File: src/rtl/mux_nto1_reg.sv
// mux_nto1_reg
//   Parametrised N-to-1 datapath selector with a registered output.
//   Operating modes:
//     DIRECT - selects the input given by sel.
//     SCAN   - an internal index walks inputs 0..NUM_IN-1 and then wraps.
//     HOLD   - freezes the output.
//   An illegal sel, or the reserved mode, is flagged on sel_err.
//   All outputs come from registers, so there is no combinational path
//   from any input to any output.
//
// Ports
//   clk        rising-edge clock
//   reset      asynchronous active-high reset (release is synchronous to clk)
//   in_bus     flattened inputs; input k = in_bus[k*WIDTH +: WIDTH]
//   sel        input index, used in DIRECT mode
//   mode       00 DIRECT, 01 SCAN, 10 HOLD, 11 reserved (behaves as HOLD, flags error)
//   en         capture enable; when 0, all state holds
//   out        registered selected data
//   out_valid  one-cycle pulse: out was loaded on this edge
//   sel_q      index of the input currently held in out
//   sel_err    illegal sel or reserved mode on the last enabled cycle
module mux_nto1_reg #(
  parameter int WIDTH  = 32,
  parameter int NUM_IN = 8,
  localparam int SEL_W = (NUM_IN > 1) ? $clog2(NUM_IN) : 1
) (
  input  logic                    clk,
  input  logic                    reset,
  input  logic [NUM_IN*WIDTH-1:0] in_bus,
  input  logic [SEL_W-1:0]        sel,
  input  logic [1:0]              mode,
  input  logic                    en,
  output logic [WIDTH-1:0]        out,
  output logic                    out_valid,
  output logic [SEL_W-1:0]        sel_q,
  output logic                    sel_err
);

  typedef enum logic [1:0] {
    MODE_DIRECT = 2'b00,
    MODE_SCAN   = 2'b01,
    MODE_HOLD   = 2'b10,
    MODE_RSVD   = 2'b11
  } mode_t;

  // The scan index wraps at NUM_IN, not at 2^SEL_W.
  localparam logic [SEL_W-1:0] IDX_LAST = SEL_W'(NUM_IN - 1);

  logic [WIDTH-1:0] in_arr [NUM_IN];

  genvar gi;
  generate
    for (gi = 0; gi < NUM_IN; gi++) begin : g_unpack
      assign in_arr[gi] = in_bus[gi*WIDTH +: WIDTH];
    end
  endgenerate

  mode_t            mode_in;
  logic             sel_ok;
  logic [WIDTH-1:0] direct_data;
  logic [WIDTH-1:0] scan_data;

  logic [WIDTH-1:0] out_reg,   out_next;
  logic             valid_reg, valid_next;
  logic [SEL_W-1:0] sel_q_reg, sel_q_next;
  logic             err_reg,   err_next;
  logic [SEL_W-1:0] idx_reg,   idx_next;

  assign mode_in = mode_t'(mode);
  assign sel_ok  = (int'(sel) < NUM_IN);

  // The two read ports are built as compare-and-select loops. This keeps
  // an out-of-range sel from indexing past the array when NUM_IN is not a
  // power of two; such a sel simply yields zero, and that value is never
  // captured.
  always_comb begin
    direct_data = '0;
    scan_data   = '0;
    for (int k = 0; k < NUM_IN; k++) begin
      if (sel == SEL_W'(k)) begin
        direct_data = in_arr[k];
      end
      if (idx_reg == SEL_W'(k)) begin
        scan_data = in_arr[k];
      end
    end
  end

  always_comb begin
    out_next   = out_reg;
    sel_q_next = sel_q_reg;
    idx_next   = idx_reg;
    err_next   = err_reg;
    valid_next = 1'b0;
    if (en) begin
      // Any enabled non-SCAN edge rearms the scan at input 0.
      idx_next = '0;
      err_next = 1'b0;
      case (mode_in)
        MODE_DIRECT: begin
          if (sel_ok) begin
            out_next   = direct_data;
            sel_q_next = sel;
            valid_next = 1'b1;
          end else begin
            err_next = 1'b1;
          end
        end
        MODE_SCAN: begin
          out_next   = scan_data;
          sel_q_next = idx_reg;
          valid_next = 1'b1;
          idx_next   = (idx_reg == IDX_LAST) ? '0 : idx_reg + 1'b1;
        end
        MODE_HOLD: begin
        end
        MODE_RSVD: begin
          err_next = 1'b1;
        end
        default: begin
        end
      endcase
    end
  end

  always_ff @(posedge clk or posedge reset) begin
    if (reset) begin
      out_reg   <= '0;
      valid_reg <= 1'b0;
      sel_q_reg <= '0;
      err_reg   <= 1'b0;
      idx_reg   <= '0;
    end else begin
      out_reg   <= out_next;
      valid_reg <= valid_next;
      sel_q_reg <= sel_q_next;
      err_reg   <= err_next;
      idx_reg   <= idx_next;
    end
  end

  assign out       = out_reg;
  assign out_valid = valid_reg;
  assign sel_q     = sel_q_reg;
  assign sel_err   = err_reg;

endmodule

File: config.mk
export PLATFORM = sky130hd
export DESIGN_NAME = mux_nto1_reg
export DESIGN_NICKNAME = d
export VERILOG_FILES = /design/src/rtl/mux_nto1_reg.sv
export SDC_FILE = /design/constraint.sdc
export NUM_CORES = 1
export LEC_CHECK = 0
export CAP_MARGIN = 40
export CORE_MARGIN = 3
export CORE_UTILIZATION = 35
export DETAILED_ROUTE_END_ITERATION = 6
export DONT_BUFFER_PORTS = 1
export PLACE_DENSITY = 0.59
export SLEW_MARGIN = 15
export SYNTH_ARGS = -nofsm -noshare
export SYNTH_HDL_FRONTEND = slang
export SYNTH_SLANG_ARGS = --single-unit
File: constraint.sdc
create_clock -name clk -period 3.4 [get_ports clk]
set_input_delay 0.34 -clock clk [delete_from_list [all_inputs] [get_ports clk]]
set_output_delay 0.34 -clock clk [all_outputs]
set_load 0.01 [all_outputs]
# ---- Yosys cells after proc, flatten, opt, wreduce, memory -nomap -nowiden
# Index checks and enable logic that the tools add are counted.
# W data, S select, Z words.
dict set report word_totals {
  reg_bits 40
  inputBits 264
  output_inout_bits 37
  word_cells 51
}
dict set report op_classes {
  addsub 1
  eq_ne 16
  n_mux 23
  n_reduce_logical 6
}
# op count
set op_table {}
lappend op_table {{$mux W32} 16}
lappend op_table {{$pmux W32 S2} 1}
lappend op_table {{$eq A3 B3 Y1 const B} 8}
lappend op_table {{$eq A3 B2 Y1 const B} 4}
lappend op_table {{$eq A3 B1 Y1 const B} 2}
lappend op_table {{$logic_not A3 Y1} 2}
lappend op_table {{$mux W3} 2}
lappend op_table {{$pmux W3 S2} 1}
lappend op_table {{$add A3 B1 Y3 const B} 1}
lappend op_table {{$mux W1} 3}
lappend op_table {{$eq A2 B1 Y1 const B} 1}
lappend op_table {{$eq A2 B2 Y1 const B} 1}
lappend op_table {{$logic_not A2 Y1} 1}
lappend op_table {{$reduce_and A2 Y1} 1}
lappend op_table {{$reduce_bool A2 Y1} 1}
lappend op_table {{$reduce_or A2 Y1} 1}

# ---- Depth between registers and ports, before layout
dict set report logic_depth {
  word_depth 10
  mapped_depth 12
  ltp_nobuf 7
}

# ---- Least setup slack after synthesis
# OpenSTA, ideal clock, no wires.
dict set report synth_path {
  path_kind {register to register}
  from {reg idx_reg[2]}
  to {reg out_reg[22] (netlist: out[22])}
  setup_ns 0.138
  arrival_ns 1.964
  required_ns 3.262
  setup_slack_ns 1.298
  path_stages_with_launch 13
  path_buffers 5
  synth_period_minus_slack_ns 2.102
  path_cell_list {dfrtp_1 -> buf_2 -> inv_1 -> clkbuf_1 -> ha_1 -> clkbuf_1 -> nor2_2 -> buf_2 -> buf_2 -> o21ai_0 -> nand3_1 -> a31oi_1 -> o221ai_1}
}
dict set report synth_via {
  elab_chain_cells 10
  word_cells_on_any_way 17
  classes_between {7 x eq/ne; 9 x mux; 1 x reduce/logical}
}
# element line
set synth_lines {}
lappend synth_lines {{from (decl)} 67} ;# logic [SEL_W-1:0] idx_reg, idx_next;
lappend synth_lines {{from (signal assigned)} 138} ;# idx_reg <= idx_next;
lappend synth_lines {{$logic_not A3 Y1} 83} ;# if (idx_reg == SEL_W'(k)) begin
lappend synth_lines {{$mux W32 (7 in series)} 83}
lappend synth_lines {{$mux W32 *} 83}
lappend synth_lines {{$pmux W32 S2 *} 99} ;# case (mode_in)
lappend synth_lines {{to (signal assigned)} 134} ;# out_reg <= out_next;
lappend synth_lines {{to (decl)} 63} ;# logic [WIDTH-1:0] out_reg, out_next;
# Every way passes the cells marked *; elsewhere a longest branch is shown, timed or not.
# A chain may end at the register's enable or synchronous reset.

# ---- Final worst setup path
dict set report layout_path {
  from {reg idx_reg[2]}
  to {reg out_reg[18] (netlist: out[18])}
}
# The elaborated chain is that of the path after synthesis.

==> report_table.html <==
<table>
<tr><th>Metric</th><th>Value</th></tr>
<tr><th colspan="2">Layout</th></tr>
<tr><td>Flip-flop count of the largest register, all copies and words added</td><td>32</td></tr>
<tr><td>Number of standard cells in the layout, taps in and fillers out</td><td>1096</td></tr>
<tr><td>Final-layout fill cell count</td><td>1875</td></tr>
<tr><td>Layout cells sized above 1</td><td>7.23%</td></tr>
<tr><td>Post-layout net count</td><td>1140</td></tr>
<tr><td>End-of-flow core utilization</td><td>37.1%</td></tr>
<tr><td>Number of antenna cells inserted</td><td>0</td></tr>
<tr><td>Final standard cell area without fillers</td><td>0.00648 mm2</td></tr>
<tr><td>Area Overhead vs Synth</td><td>2.51%</td></tr>
<tr><th colspan="2">Timing</th></tr>
<tr><td>Max-Slew Margin vs Limit</td><td>45.1%</td></tr>
<tr><td>Final worst clock skew</td><td>0.00753 ns</td></tr>
<tr><td>Number of slew-limit violations in the final report</td><td>0</td></tr>
<tr><td>Post-layout worst setup margin</td><td>0.735 ns</td></tr>
<tr><td>Hold Fails Final Rpt</td><td>0</td></tr>
<tr><td>Final worst hold slack</td><td>0.127 ns</td></tr>
<tr><td>F_max</td><td>375 MHz</td></tr>
<tr><td>Transition time at the pin with the least slew margin</td><td>0.823 ns</td></tr>
<tr><td>Minimum period implied by the final worst setup slack</td><td>2.67 ns</td></tr>
<tr><td>Final Cycle Share</td><td>78.4%</td></tr>
<tr><td>Finish-stage setup viols</td><td>0</td></tr>
<tr><td>Total Negative Setup Slacks</td><td>0 ns</td></tr>
<tr><td>Unrepaired setup endpoints after global routing</td><td>false</td></tr>
<tr><th colspan="2">Clock network</th></tr>
<tr><td>Number of clock sinks</td><td>40</td></tr>
<tr><td>Clock tree from TritonCTS</td><td>done</td></tr>
<tr><td>Clock Latency Late Sink</td><td>0.30 ns</td></tr>
<tr><td>CTS Buffer Depth</td><td>2</td></tr>
<tr><td>Register clock-pin slew on the reported worst setup and hold paths</td><td>0.07 ns</td></tr>
<tr><td>Library cell used as clock root buffer</td><td>sky130_fd_sc_hd__clkbuf_16</td></tr>
<tr><td>Number of buffers inserted during clock tree synthesis</td><td>5</td></tr>
<tr><td>Number of H-tree branching levels</td><td>2</td></tr>
<tr><th colspan="2">Global route</th></tr>
<tr><td>Final global-route overflow total</td><td>0</td></tr>
<tr><td>Overall routing resource usage</td><td>28.9%</td></tr>
<tr><td>Maximum number of pins on one net before global-route repair</td><td>95</td></tr>
<tr><td>Global-route wire length before repair</td><td>44900 um</td></tr>
<tr><td>Number of antenna violations at the first check in global routing</td><td>0</td></tr>
<tr><td>Via count of the first global-routing pass</td><td>7570</td></tr>
<tr><th colspan="2">Critical path</th></tr>
<tr><td>Class of the most critical setup path</td><td>reg -&gt; reg</td></tr>
<tr><td>Critical Path RT</td><td>3.60 ns</td></tr>
<tr><td>Beginning of the critical path</td><td>idx_reg[2]</td></tr>
<tr><td>Arrival time of the worst setup path</td><td>2.86 ns</td></tr>
<tr><td>Setup crit start kind</td><td>flip-flop</td></tr>
<tr><td>Origin of the critical flop-to-flop path</td><td>idx_reg[2]</td></tr>
<tr><td>Critical path peak fanout</td><td>28</td></tr>
<tr><td>Kind of end point of the critical path</td><td>flip-flop</td></tr>
<tr><th colspan="2">Detailed routing</th></tr>
<tr><td>Post-route DRC violation count</td><td>0</td></tr>
<tr><td>Drt initial violations</td><td>987</td></tr>
<tr><td>Pre-Repair DR Iteration Count</td><td>6</td></tr>
<tr><td>Post-DR vias/cell</td><td>6.97</td></tr>
<tr><td>Routed len/inst</td><td>27.4 um</td></tr>
<tr><td>Post-route ant nets</td><td>0</td></tr>
<tr><td>Via count</td><td>7634</td></tr>
<tr><td>Total Routed Length</td><td>30100 um</td></tr>
<tr><th colspan="2">Yosys</th></tr>
<tr><td>Proportion of synthesized flip-flops having asynchronous set or reset</td><td>100%</td></tr>
<tr><td>Most frequently used flop master after synthesis</td><td>sky130_fd_sc_hd__dfrtp_1</td></tr>
<tr><td>Top post-synthesis cells by area</td><td>sky130_fd_sc_hd__dfrtp_1, sky130_fd_sc_hd__o21ai_0, sky130_fd_sc_hd__nand2_1, sky130_fd_sc_hd__o221ai_1, sky130_fd_sc_hd__a21oi_1</td></tr>
<tr><td>Synthesized netlist net count</td><td>1214</td></tr>
<tr><td>Most repeated cell in the gate-level netlist after synthesis</td><td>sky130_fd_sc_hd__nand2_1</td></tr>
<tr><td>Register bit total from synthesis</td><td>40</td></tr>
<tr><td>Post-synth top cells</td><td>sky130_fd_sc_hd__nand2_1, sky130_fd_sc_hd__o21ai_0, sky130_fd_sc_hd__a21oi_1</td></tr>
<tr><td>Synthesized instance count</td><td>944</td></tr>
<tr><td>Largest area contributor in the synthesized netlist</td><td>sky130_fd_sc_hd__dfrtp_1</td></tr>
<tr><td>Cell variety after synth</td><td>47</td></tr>
<tr><td>Cell Area, Synth</td><td>0.00632 mm2</td></tr>
<tr><td>Count of warnings emitted by yosys</td><td>0</td></tr>
<tr><td>Avg Inst Size Synth</td><td>6.70 um2</td></tr>
<tr><td>Fraction of post-synthesis cell area in the top cell type by area</td><td>15.8%</td></tr>
<tr><td>EDFF count, synth</td><td>0</td></tr>
<tr><td>Portion of the post-synthesis area used by sequential elements</td><td>15.8%</td></tr>
<tr><th colspan="2">Power and ir drop</th></tr>
<tr><td>Leakage component of the power</td><td>2.39 nW</td></tr>
<tr><td>P per Cell Area</td><td>294 mW/mm2</td></tr>
<tr><td>Pwr Total</td><td>1.90 mW</td></tr>
<tr><td>VDD IR max</td><td>0.179 mV</td></tr>
<tr><th colspan="2">Floorplan</th></tr>
<tr><td>Horizontal extent of the die</td><td>140 um</td></tr>
<tr><td>Floorplan Core Area</td><td>0.0175 mm2</td></tr>
<tr><td>Std cell rows</td><td>48</td></tr>
<tr><td>Ports placed on the boundary</td><td>301</td></tr>
<tr><td>Die boundary height</td><td>140 um</td></tr>
<tr><td>Initial cell density of the core</td><td>36.2%</td></tr>
<tr><td>Area of the die</td><td>0.0197 mm2</td></tr>
<tr><th colspan="2">Min path</th></tr>
<tr><td>Worst min-delay path category</td><td>in -&gt; reg</td></tr>
<tr><td>Hold_sp</td><td>en</td></tr>
<tr><th colspan="2">Run</th></tr>
<tr><td>Total of max-cap violations</td><td>0</td></tr>
<tr><th colspan="2">Outcome</th></tr>
<tr><td>Outcome</td><td>finished clean</td></tr>
<tr><th colspan="2">Placed design</th></tr>
<tr><td>Final GP Congestion</td><td>0.884</td></tr>
<tr><td>DP Worst Slack</td><td>0.763 ns</td></tr>
<tr><td>Number of input and output port buffers inserted</td><td>0</td></tr>
<tr><td>DP Cell Count</td><td>1087</td></tr>
<tr><td>Post-DP HPWL</td><td>20800 um</td></tr>
<tr><td>DP Area</td><td>0.00633 mm2</td></tr>
</table>
critical path, stage by stage (launching register included):
cell,delay [ns]
sky130_fd_sc_hd__dfrtp_2,0.60
sky130_fd_sc_hd__buf_4,0.32
sky130_fd_sc_hd__ha_1,0.26
sky130_fd_sc_hd__inv_2,0.07
sky130_fd_sc_hd__nand3_2,0.63
sky130_fd_sc_hd__o221ai_1,0.41
sky130_fd_sc_hd__a31oi_1,0.07
sky130_fd_sc_hd__a21o_1,0.19
cell usage in the layout (no fill, tap or decap), types with 4 or more instances in the layout:
cell type,count
sky130_fd_sc_hd__a21o_1,25
sky130_fd_sc_hd__a21oi_1,89
sky130_fd_sc_hd__a22oi_1,5
sky130_fd_sc_hd__a311oi_1,5
sky130_fd_sc_hd__a31oi_1,29
sky130_fd_sc_hd__a32oi_1,7
sky130_fd_sc_hd__buf_4,20
sky130_fd_sc_hd__buf_8,4
sky130_fd_sc_hd__clkbuf_16,5
sky130_fd_sc_hd__dfrtp_1,39
sky130_fd_sc_hd__inv_1,9
sky130_fd_sc_hd__inv_2,4
sky130_fd_sc_hd__mux2i_1,33
sky130_fd_sc_hd__mux4_2,14
sky130_fd_sc_hd__nand2_1,175
sky130_fd_sc_hd__nand2b_1,11
sky130_fd_sc_hd__nand3_1,25
sky130_fd_sc_hd__nor2_1,27
sky130_fd_sc_hd__nor2b_1,26
sky130_fd_sc_hd__o2111ai_1,23
sky130_fd_sc_hd__o211ai_1,11
sky130_fd_sc_hd__o21a_1,6
sky130_fd_sc_hd__o21ai_0,144
sky130_fd_sc_hd__o21ai_1,23
sky130_fd_sc_hd__o221ai_1,52
sky130_fd_sc_hd__o22ai_1,22
cell families (layout without fill, tap and decap cells):
kind of cell / count (synthesis) / count (layout) / share of synthesized area (%)
AO/OA/AOI/OAI: 449 / 449 / 44.2
multiplexers: 47 / 47 / 10.2
AND/OR/NAND/NOR: 283 / 283 / 19.7
flip-flops: 40 / 40 / 15.8
adder cells (fa/ha/maj): 6 / 6 / 1.19
buffers and inverters: 119 / 46 / 8.89
where the power goes:
group	switching [mW]	internal, mW	total (mW)
clock network	0.238	0.273	0.511
logic	0.387	0.321	0.708
registers	0.122	0.562	0.684
total	0.747	1.16	1.90
cell type report:
cell class              instances  area [um2]  share of cell area (%)
repair buffers                 25         220                    3.40
inverters                      13        48.8                   0.753
multi-input cells             785        4790                    73.9
well taps                     225         282                    4.34
clock inverters                 1        5.00                  0.0772
clock buffers                   7         133                    2.05
flip-flops and latches         40        1000                    15.5
metal layers:
metal	vias to the layer above	share of wire [%]	track usage, %
met4	0	2.5	9.64
met1	3594	37	35.4
met3	63	13	8.57
li1	3399	-	-
met2	578	48	48.3
met5	-	0	0
final timing paths:
| check | slack (ns) | cells after the start | endpoint |
|---|---|---|---|
| worst max-delay path | 0.73 | 7 | out[18] |
| worst min-delay path | 0.13 | 1 | idx_reg[2] |
| worst max register to register | 0.73 | 7 | out[18] |
| worst min register to register | 0.56 | 2 | out[4] |
| max in group asynchronous | 2.06 | 3 | out[14] |
| min in group asynchronous | 0.56 | 2 | out[17] |
what timing repair did:
action,4_1_cts,5_1_grt
hold buffers,1,0
setup buffers,0,0
gates resized for setup,0,0
endpoints found under the setup margin,0,0
hold endpoints to repair,19,0
Power figures use the tool's default switching activity.
